==> src/rtl/udp_rx_csum_check.sv <==
// UDP receive checksum checker: one's-complement sum over pseudo-header, UDP header and payload,
// with length consistency, reported two cycles after the last word of each datagram.
module udp_rx_csum_check #(
    parameter logic [7:0] PROTO        = 8'h11,
    parameter bit         REQUIRE_CSUM = 1'b0
) (
    input  logic        clk,
    input  logic        rst_n,
    input  logic [63:0] udp_data,
    input  logic [7:0]  udp_keep,
    input  logic        udp_data_valid,
    input  logic        sop,
    input  logic        eop,
    input  logic [31:0] ip_src,
    input  logic [31:0] ip_dst,
    output logic        csum_valid,
    output logic        csum_ok,
    output logic        csum_absent,
    output logic        len_err
);

    typedef enum logic [0:0] {StIdle, StAcc} state_e;

    state_e      state_q, state_d;
    logic [31:0] acc_q, acc_d;
    logic [16:0] cnt_q, cnt_d;
    logic [15:0] len_q, len_d;
    logic [15:0] fld_q, fld_d;
    logic        fin;

    logic [63:0] data_m;
    logic [17:0] lane_sum;
    logic [18:0] pseudo;
    logic [3:0]  pop;

    // Bytes outside keep are zeroed, which also pads an odd trailing byte.
    always_comb begin
        data_m = '0;
        pop    = '0;
        for (int i = 0; i < 8; i++) begin
            if (udp_keep[7-i]) begin
                data_m[63-8*i -: 8] = udp_data[63-8*i -: 8];
                pop = pop + 4'd1;
            end
        end
    end

    assign lane_sum = 18'(data_m[63:48]) + 18'(data_m[47:32]) +
                      18'(data_m[31:16]) + 18'(data_m[15:0]);
    assign pseudo   = 19'(ip_src[31:16]) + 19'(ip_src[15:0]) +
                      19'(ip_dst[31:16]) + 19'(ip_dst[15:0]) +
                      19'(PROTO) + 19'(data_m[31:16]);

    always_comb begin
        state_d = state_q;
        acc_d   = acc_q;
        cnt_d   = cnt_q;
        len_d   = len_q;
        fld_d   = fld_q;
        fin     = 1'b0;
        if (udp_data_valid) begin
            // A sop in StAcc silently restarts; the partial datagram never reports.
            if (sop) begin
                acc_d   = 32'(lane_sum) + 32'(pseudo);
                cnt_d   = 17'(pop);
                len_d   = data_m[31:16];
                fld_d   = data_m[15:0];
                fin     = eop;
                state_d = eop ? StIdle : StAcc;
            end else if (state_q == StAcc) begin
                acc_d = acc_q + 32'(lane_sum);
                cnt_d = cnt_q + 17'(pop);
                if (eop) begin
                    fin     = 1'b1;
                    state_d = StIdle;
                end
            end
        end
    end

    always_ff @(posedge clk or negedge rst_n) begin
        if (!rst_n) begin
            state_q <= StIdle;
            acc_q   <= '0;
            cnt_q   <= '0;
            len_q   <= '0;
            fld_q   <= '0;
        end else begin
            state_q <= state_d;
            acc_q   <= acc_d;
            cnt_q   <= cnt_d;
            len_q   <= len_d;
            fld_q   <= fld_d;
        end
    end

    // Result pipeline runs independently so a new datagram may start right after eop.
    logic        p1_valid_q;
    logic [16:0] f1_q;
    logic [16:0] cnt1_q;
    logic [15:0] len1_q;
    logic [15:0] fld1_q;
    logic [15:0] f2;
    logic        absent;
    logic        lerr;

    assign f2     = f1_q[15:0] + 16'(f1_q[16]);
    assign absent = (fld1_q == 16'h0000);
    assign lerr   = (cnt1_q != 17'(len1_q)) || (len1_q < 16'd8);

    always_ff @(posedge clk or negedge rst_n) begin
        if (!rst_n) begin
            p1_valid_q  <= 1'b0;
            f1_q        <= '0;
            cnt1_q      <= '0;
            len1_q      <= '0;
            fld1_q      <= '0;
            csum_valid  <= 1'b0;
            csum_ok     <= 1'b0;
            csum_absent <= 1'b0;
            len_err     <= 1'b0;
        end else begin
            p1_valid_q <= fin;
            if (fin) begin
                f1_q   <= 17'(acc_d[15:0]) + 17'(acc_d[31:16]);
                cnt1_q <= cnt_d;
                len1_q <= len_d;
                fld1_q <= fld_d;
            end
            csum_valid <= p1_valid_q;
            if (p1_valid_q) begin
                csum_absent <= absent;
                len_err     <= lerr;
                csum_ok     <= !lerr && ((f2 == 16'hFFFF) || (absent && !REQUIRE_CSUM));
            end
        end
    end

endmodule
==> config.mk <==
export PLATFORM = sky130hd
export DESIGN_NAME = udp_rx_csum_check
export DESIGN_NICKNAME = d
export VERILOG_FILES = /design/src/rtl/udp_rx_csum_check.sv
export SDC_FILE = /design/constraint.sdc
export NUM_CORES = 1
export LEC_CHECK = 0
export CAP_MARGIN = 30
export CORE_ASPECT_RATIO = 0.9
export CORE_UTILIZATION = 50
export CTS_CLUSTER_DIAMETER = 30
export DETAILED_ROUTE_END_ITERATION = 7
export DONT_BUFFER_PORTS = 1
export PLACE_DENSITY = 0.74
export SLEW_MARGIN = 20
export SYNTH_ARGS = -nofsm -noshare
export SYNTH_HDL_FRONTEND = slang
export SYNTH_SLANG_ARGS = --single-unit
==> constraint.sdc <==
create_clock -name clk -period 5.7 [get_ports clk]
set_clock_uncertainty 0.1 [all_clocks]
set_input_delay 1.71 -clock clk [delete_from_list [all_inputs] [get_ports clk]]
set_output_delay 1.71 -clock clk [all_outputs]
set_load 0.01 [all_outputs]
# ---- Yosys cells after proc, flatten, opt, wreduce, memory -nomap -nowiden
# Cells that the tools add are included.
dict set report totals {
  register_bits 153
  latch_bits 0
  ramBits 0
  romBits 0
  inputBits 141
  out_inout_bits 4
  mem_count 0
}
dict set report op_classes {
  add_sub_neg 20
  n_mul 0
  div_mod_pow 0
  order_cmp 1
  eq_ne 2
  shifts 0
  mux 33
  bitwise_logic 0
  n_reduce_logical 5
}
# op count
set ops {}
lappend ops {{$mux 32} 3}
lappend ops {{$mux 16} 4}
lappend ops {{$mux 8} 8}
lappend ops {{$add 16x16->17} 3}
lappend ops {{$mux 17} 3}
lappend ops {{$add 17x16->18} 2}
lappend ops {{$add 32x18->32} 1}
lappend ops {{$add 4x1->4 const B} 7}
lappend ops {{$mux 4} 7}
lappend ops {{$add 18x19->20} 1}
lappend ops {{$add 18x16->19} 1}
lappend ops {{$add 19x16->19} 1}
lappend ops {{$add 19x5->19 const B} 1}
lappend ops {{$add 18x16->18} 1}
lappend ops {{$add 17x4->17} 1}
lappend ops {{$ne 17x16->1} 1}
lappend ops {{$add 16x1->16} 1}
lappend ops {{$eq 16x16->1 const B} 1}
lappend ops {{$logic_not 16->1} 1}
lappend ops {{$lt 16x4->1 const B} 1}
lappend ops {{$mux 1} 8}
lappend ops {{$logic_or 1x1->1} 2}
lappend ops {{$logic_and 1x1->1} 1}
lappend ops {{$logic_not 1->1} 1}

# ---- Logic depth before layout (Yosys ltp)
# Gate-level depths: netlist of run 1.
dict set report depth {
  ltp_word 19
  ltp_mapped 40
  mapped_depth_nobuf 38
}

# ---- Least setup slack after synthesis of run 1
# OpenSTA, ideal clock, no wires.
dict set report synth_path {
  path_kind {input to register}
  from {in udp_keep[2]}
  to {reg f1_q[12]}
  setup_time_ns 0.130
  arrival_ns 9.968
  slack_ns -4.498
  path_stages 38
  n_path_buf 2
  path_cell_list {buf_2 buf_1 nand2_1 xor2_1 ha_1 fa_1 ha_1 inv_1 fa_1 nor2b_1 o31a_1 o211ai_1 a21oi_1 nor3_1 o41ai_1 xor2_1 inv_1 fa_1 [2 not listed] fa_1 ha_1 ha_1 nand2_1 o21ai_0 a41o_1 nor2_1 nor4b_1 nor3_1 ha_1 nor2b_1 o31a_1 o21ai_1 a211oi_1 o21a_1 o41a_1 xnor2_1 o21ai_1}
}
dict set report synth_via {
  elab_chain_cells 8
  elab_cells_between_ends 10
  classes_between {add/sub: 6; mux: 4}
}
# item line_no
set synth_rtl {}
lappend synth_rtl {{start, declared} 10} ;# input logic [7:0] udp_keep,
lappend synth_rtl {{$mux 8 (*)} 41} ;# if (udp_keep[7-i]) begin
lappend synth_rtl {{$add 17x16->18} 48} ;# assign lane_sum = 18'(data_m[63:48]) + 18'(data_m[47:32]) +
lappend synth_rtl {{$add 18x16->18} 49} ;# 18'(data_m[31:16]) + 18'(data_m[15:0]);
lappend synth_rtl {{$add 32x18->32} 71} ;# acc_d = acc_q + 32'(lane_sum);
lappend synth_rtl {{$mux 32} 70} ;# end else if (state_q == StAcc) begin
lappend synth_rtl {{$mux 32 (*)} 63} ;# if (sop) begin
lappend synth_rtl {{$mux 32 (*)} 61} ;# if (udp_data_valid) begin
lappend synth_rtl {{via acc_d[18]} 25} ;# logic [31:0] acc_q, acc_d;
lappend synth_rtl {{$add 16x16->17 (*)} 125} ;# f1_q <= 17'(acc_d[15:0]) + 17'(acc_d[31:16]);
lappend synth_rtl {{end signal, assigned} 125}
lappend synth_rtl {{end, declared} 99} ;# logic [16:0] f1_q;
# Mark *: on every way through the listed nets, which the timed path passes. The rest lies on a longest branch.
# A chain may end at the register's enable or synchronous reset.

# ---- Final worst setup path of run 1
dict set report layout_path {
  from {in udp_data[17]}
  to {reg f1_q[15]}
}
dict set report layout_via {
  elab_chain_cells 8
  elab_cells_between_ends 10
  classes_between {add/sub: 6; mux: 4}
}
# item line_no
set layout_rtl {}
lappend layout_rtl {{start, declared} 9} ;# input logic [63:0] udp_data,
lappend layout_rtl {{$mux 8 (*)} 41}
lappend layout_rtl {{$add 17x16->18} 48}
lappend layout_rtl {{$add 18x16->18} 49}
lappend layout_rtl {{$add 32x18->32} 71}
lappend layout_rtl {{$mux 32} 70}
lappend layout_rtl {{$mux 32 (*)} 63}
lappend layout_rtl {{$mux 32 (*)} 61}
lappend layout_rtl {{via acc_d[17]} 25}
lappend layout_rtl {{$add 16x16->17 (*)} 125}
# Marks and branches as above.

==> implementation parameters, run 1 <==
Parameter                              Value

Floorplanning
  Area of the core    25400 um^2
  Die X-Extent    173 um
  Row cnt    55
  Total die area    26800 um^2
  Overall die height    156 um
  I/O pin count    145
  Effective utilization at floorplan    0.515

Placed design
  Placed wire-length estimate after detailed placement    30.0 mm
  GP Congestion    0.975
  Number of port buffers    0
  Total placed instance area    15600 um^2

Final layout
  Final design instance area without fill    18200 um^2
  Multi-input logic area    10300 um^2
  Number of filler cells placed in the layout    1664
  Total number of nets in the final design    2034
  Layout area overhead    38.9%
  Area taken by flip-flops and latches    3830 um^2
  Fraction of final layout cells sized beyond drive strength 1    0.355

STA
  Final Setup Violations    68
  Slew @ Worst Pin    0.976 ns
  Unrepaired setup endpoints after global routing    yes
  Slew Limit Fails    0
  Minimum period implied by the final worst setup slack    9.44 ns
  Max Freq    0.106 GHz
  Number of hold-slack violations in the final timing report    0
  Post-route fraction of the period consumed by the critical path    1.66
  Slew headroom    0.349
  Crit path setup slack, layout    -3.74 ns

Worst setup path
  Slowest library cell on the worst path    fa_1
  Most frequent cell on the critical path    fa_1
  Worst Setup Start Kind    primary input
  Data required time at the worst endpoint    5.90 ns
  Kind of critical path    primary input to flop
  Crit end category    flop
  Delay of the slowest critical-path stage    0.55 ns
  Critical path data arrival time    9.64 ns
  Max FO, Critical Path    3

Flow run
  Max-capacitance violation count    0

Clock tree
  TritonCTS clock tree    built
  Clock latency reported for the late side of the worst-skew pair    0.45 ns
  Cts-stage hold buffer count    0
  H-tree depth reported by CTS    4
  Maximum clock path buffer count    2
  Number of buffers inserted during clock tree synthesis    17
  Clock transition at path regs    0.07 ns
  Clock tree root driver cell    clkbuf_16
  Total clock sinks    153

GRT
  Global Route Usage Sum    0.312
  Final global-route overflow total    0
  Antenna violations before repair    1
  Vias in the first global route    12.4k
  Maximum number of pins on one net before global-route repair    154
  First-pass GRT wire length    64.7 mm

Run status
  Status    finished with violations
  Failing checks    setup timing

Yosys
  Cell type contributing the most total cell area after synthesis    dfrtp_1
  FFs w/ async S/R, synth    1.00
  Synthesized area divided by synthesized cell count    9.11 um^2
  Cell with the most instances after synthesis    inv_1
  FF+latch count, synth    153
  Area of the mapped netlist    13100 um^2
  Sequential fraction of the synthesis area    0.292
  Mapped Nets    1779
  Most frequent cells after synthesis    197 x inv_1, 169 x nand2_1, 153 x dfrtp_1
  Number of unique standard cell types used by synthesis    68
  Top cells by area in the synthesized netlist    dfrtp_1 29%, fa_1 15%, ha_1 10%
  Yosys warning total    0
  Primary FF master, synth    dfrtp_1
  Count of flip-flops with a built-in enable after synthesis    0
  Post-Syn Instances    1437
  Share of Yosys cell area claimed by the top area cell type    0.292

Drt
  First-pass iteration count of the detailed router    5
  Via density per instance    5.85
  Residual DRC count    0
  Wirelength per Cell    21.1 um
  Overall via count from detail_route    12.0k
  Starting DRT DRC Count    1192
  Post-DRT Antenna Nets    0
  Total Routed Length    43.3 mm

Min path
  Type of the most critical hold path    flop to flop
## registers in the layout (all words and copies together), names as in the netlist
signal / count
fld1_q: 16
csum_valid: 1
cnt1_q: 17
len1_q: 16
acc_q: 32
p1_valid_q: 1
csum_absent: 1
len_err: 1
f1_q: 17
state_q: 1
fld_q: 16
cnt_q: 17
len_q: 16
csum_ok: 1
## timing repair
| item | CTS | global route |
|---|---|---|
| setup endpoints to repair | 77 | 77 |
| gates cloned | 0 | 0 |
| gates resized for setup | 180 | 125 |
| setup buffers | 44 | 29 |
| pin swaps | 137 | 117 |
## placed cells by master, fill, tap and decap left out, types with 19 or more instances in the layout
cell type,n
xor2_1,35
and2_1,21
buf_4,245
inv_1,177
ha_4,42
o22ai_1,19
dfrtp_1,153
a21oi_1,41
nand2_1,136
nor2_1,57
nand2_2,21
xnor2_1,38
mux2_1,19
buf_6,34
ha_1,62
o21ai_0,57
o21ai_1,20
fa_1,90
## per-stage QoR
| stage | worst slack, ns | cells | utilization | setup TNS, ns | hold slack, ns |
|---|---|---|---|---|---|
| 2_1_floorplan | -3.71 | 1437 | - | -97.76 | 0.321 |
| 3_3_place_gp | -4.05 | 1961 | 0.614 | -123.38 | 0.365 |
| 3_5_place_dp | -4.21 | 1961 | 0.614 | -130.05 | 0.368 |
| 4_1_cts | -3.45 | 2030 | 0.685 | -81.31 | 0.385 |
| 5_1_grt | -3.98 | 2047 | 0.716 | -103.97 | 0.407 |
| 6_report | -3.74 | 2048 | 0.716 | -93.28 | 0.386 |
## worst max-delay path, delay by kind of cell
family | cells | cell delay, ns
AOI/OAI and AO/OA | 13 | 2.65
and+or+nand+nor | 7 | 0.70
xor gates and xnor gates | 3 | 0.58
adders and majority gates | 10 | 3.62
buffers and inverters | 4 | 0.34
## routing by layer
layer | vias to the layer above | global-route usage | routed length, um
li1 | 5320 | - | -
met1 | 5919 | 0.383 | 16400
met2 | 592 | 0.535 | 21100
met3 | 145 | 0.0596 | 3520
met4 | 2 | 0.142 | 2330
met5 | - | 0 | 9
## path summary, 6_finish.rpt
kind	start	to	slack, ns	cells past startpoint
worst max-delay path	udp_data[17]	f1_q[15]	-3.74	37
worst min-delay path	f1_q[5]	f1_q[5]	0.39	2
worst min register to register	f1_q[5]	f1_q[5]	0.39	2
min in group asynchronous	rst_n	fld1_q[3]	0.86	0
max in group asynchronous	rst_n	f1_q[16]	4.29	0
worst max register to register	acc_q[0]	f1_q[16]	0.86	21
## cell families (layout without fill, tap and decap cells)
family / Yosys count / in the layout / synth area share
flops: 153 / 153 / 0.292
buf+inv: 243 / 511 / 0.0704
compound gates: 290 / 290 / 0.138
xor+xnor: 109 / 109 / 0.0762
fa+ha+maj: 201 / 201 / 0.247
simple gates: 402 / 402 / 0.143
mux: 39 / 39 / 0.0333
other cells: 0 / 1 / 0
## area by class of cell
class,instances,share of cell area
Antenna cell,1,0.000138
Tap cell,342,0.0235
Inverter,198,0.0418
Multi-Input combinational cell,1041,0.566
Sequential cell,153,0.211
Timing Repair Buffer,281,0.124
Clock buffer,17,0.0234
Clock inverter,15,0.00998
Power of run 1 is left out: the tool's default activity adds up to more than one toggle a clock period on the data nets, which glitch-free logic cannot reach.
==> inputs of run 2 (changes only) <==
--- a/config.mk
+++ b/config.mk
@@ -8,11 +8,11 @@
 export CAP_MARGIN = 30
 export CORE_ASPECT_RATIO = 0.9
 export CORE_UTILIZATION = 50
-export CTS_CLUSTER_DIAMETER = 30
 export DETAILED_ROUTE_END_ITERATION = 7
 export DONT_BUFFER_PORTS = 1
+export HOLD_SLACK_MARGIN = 0.03
 export PLACE_DENSITY = 0.74
-export SLEW_MARGIN = 20
+export SLEW_MARGIN = 5
 export SYNTH_ARGS = -nofsm -noshare
 export SYNTH_HDL_FRONTEND = slang
 export SYNTH_SLANG_ARGS = --single-unit
==> results of run 2 <==
The final DEF is identical to that of run 1; final timing and power are the same.
Power of run 2 is left out for the same reason.
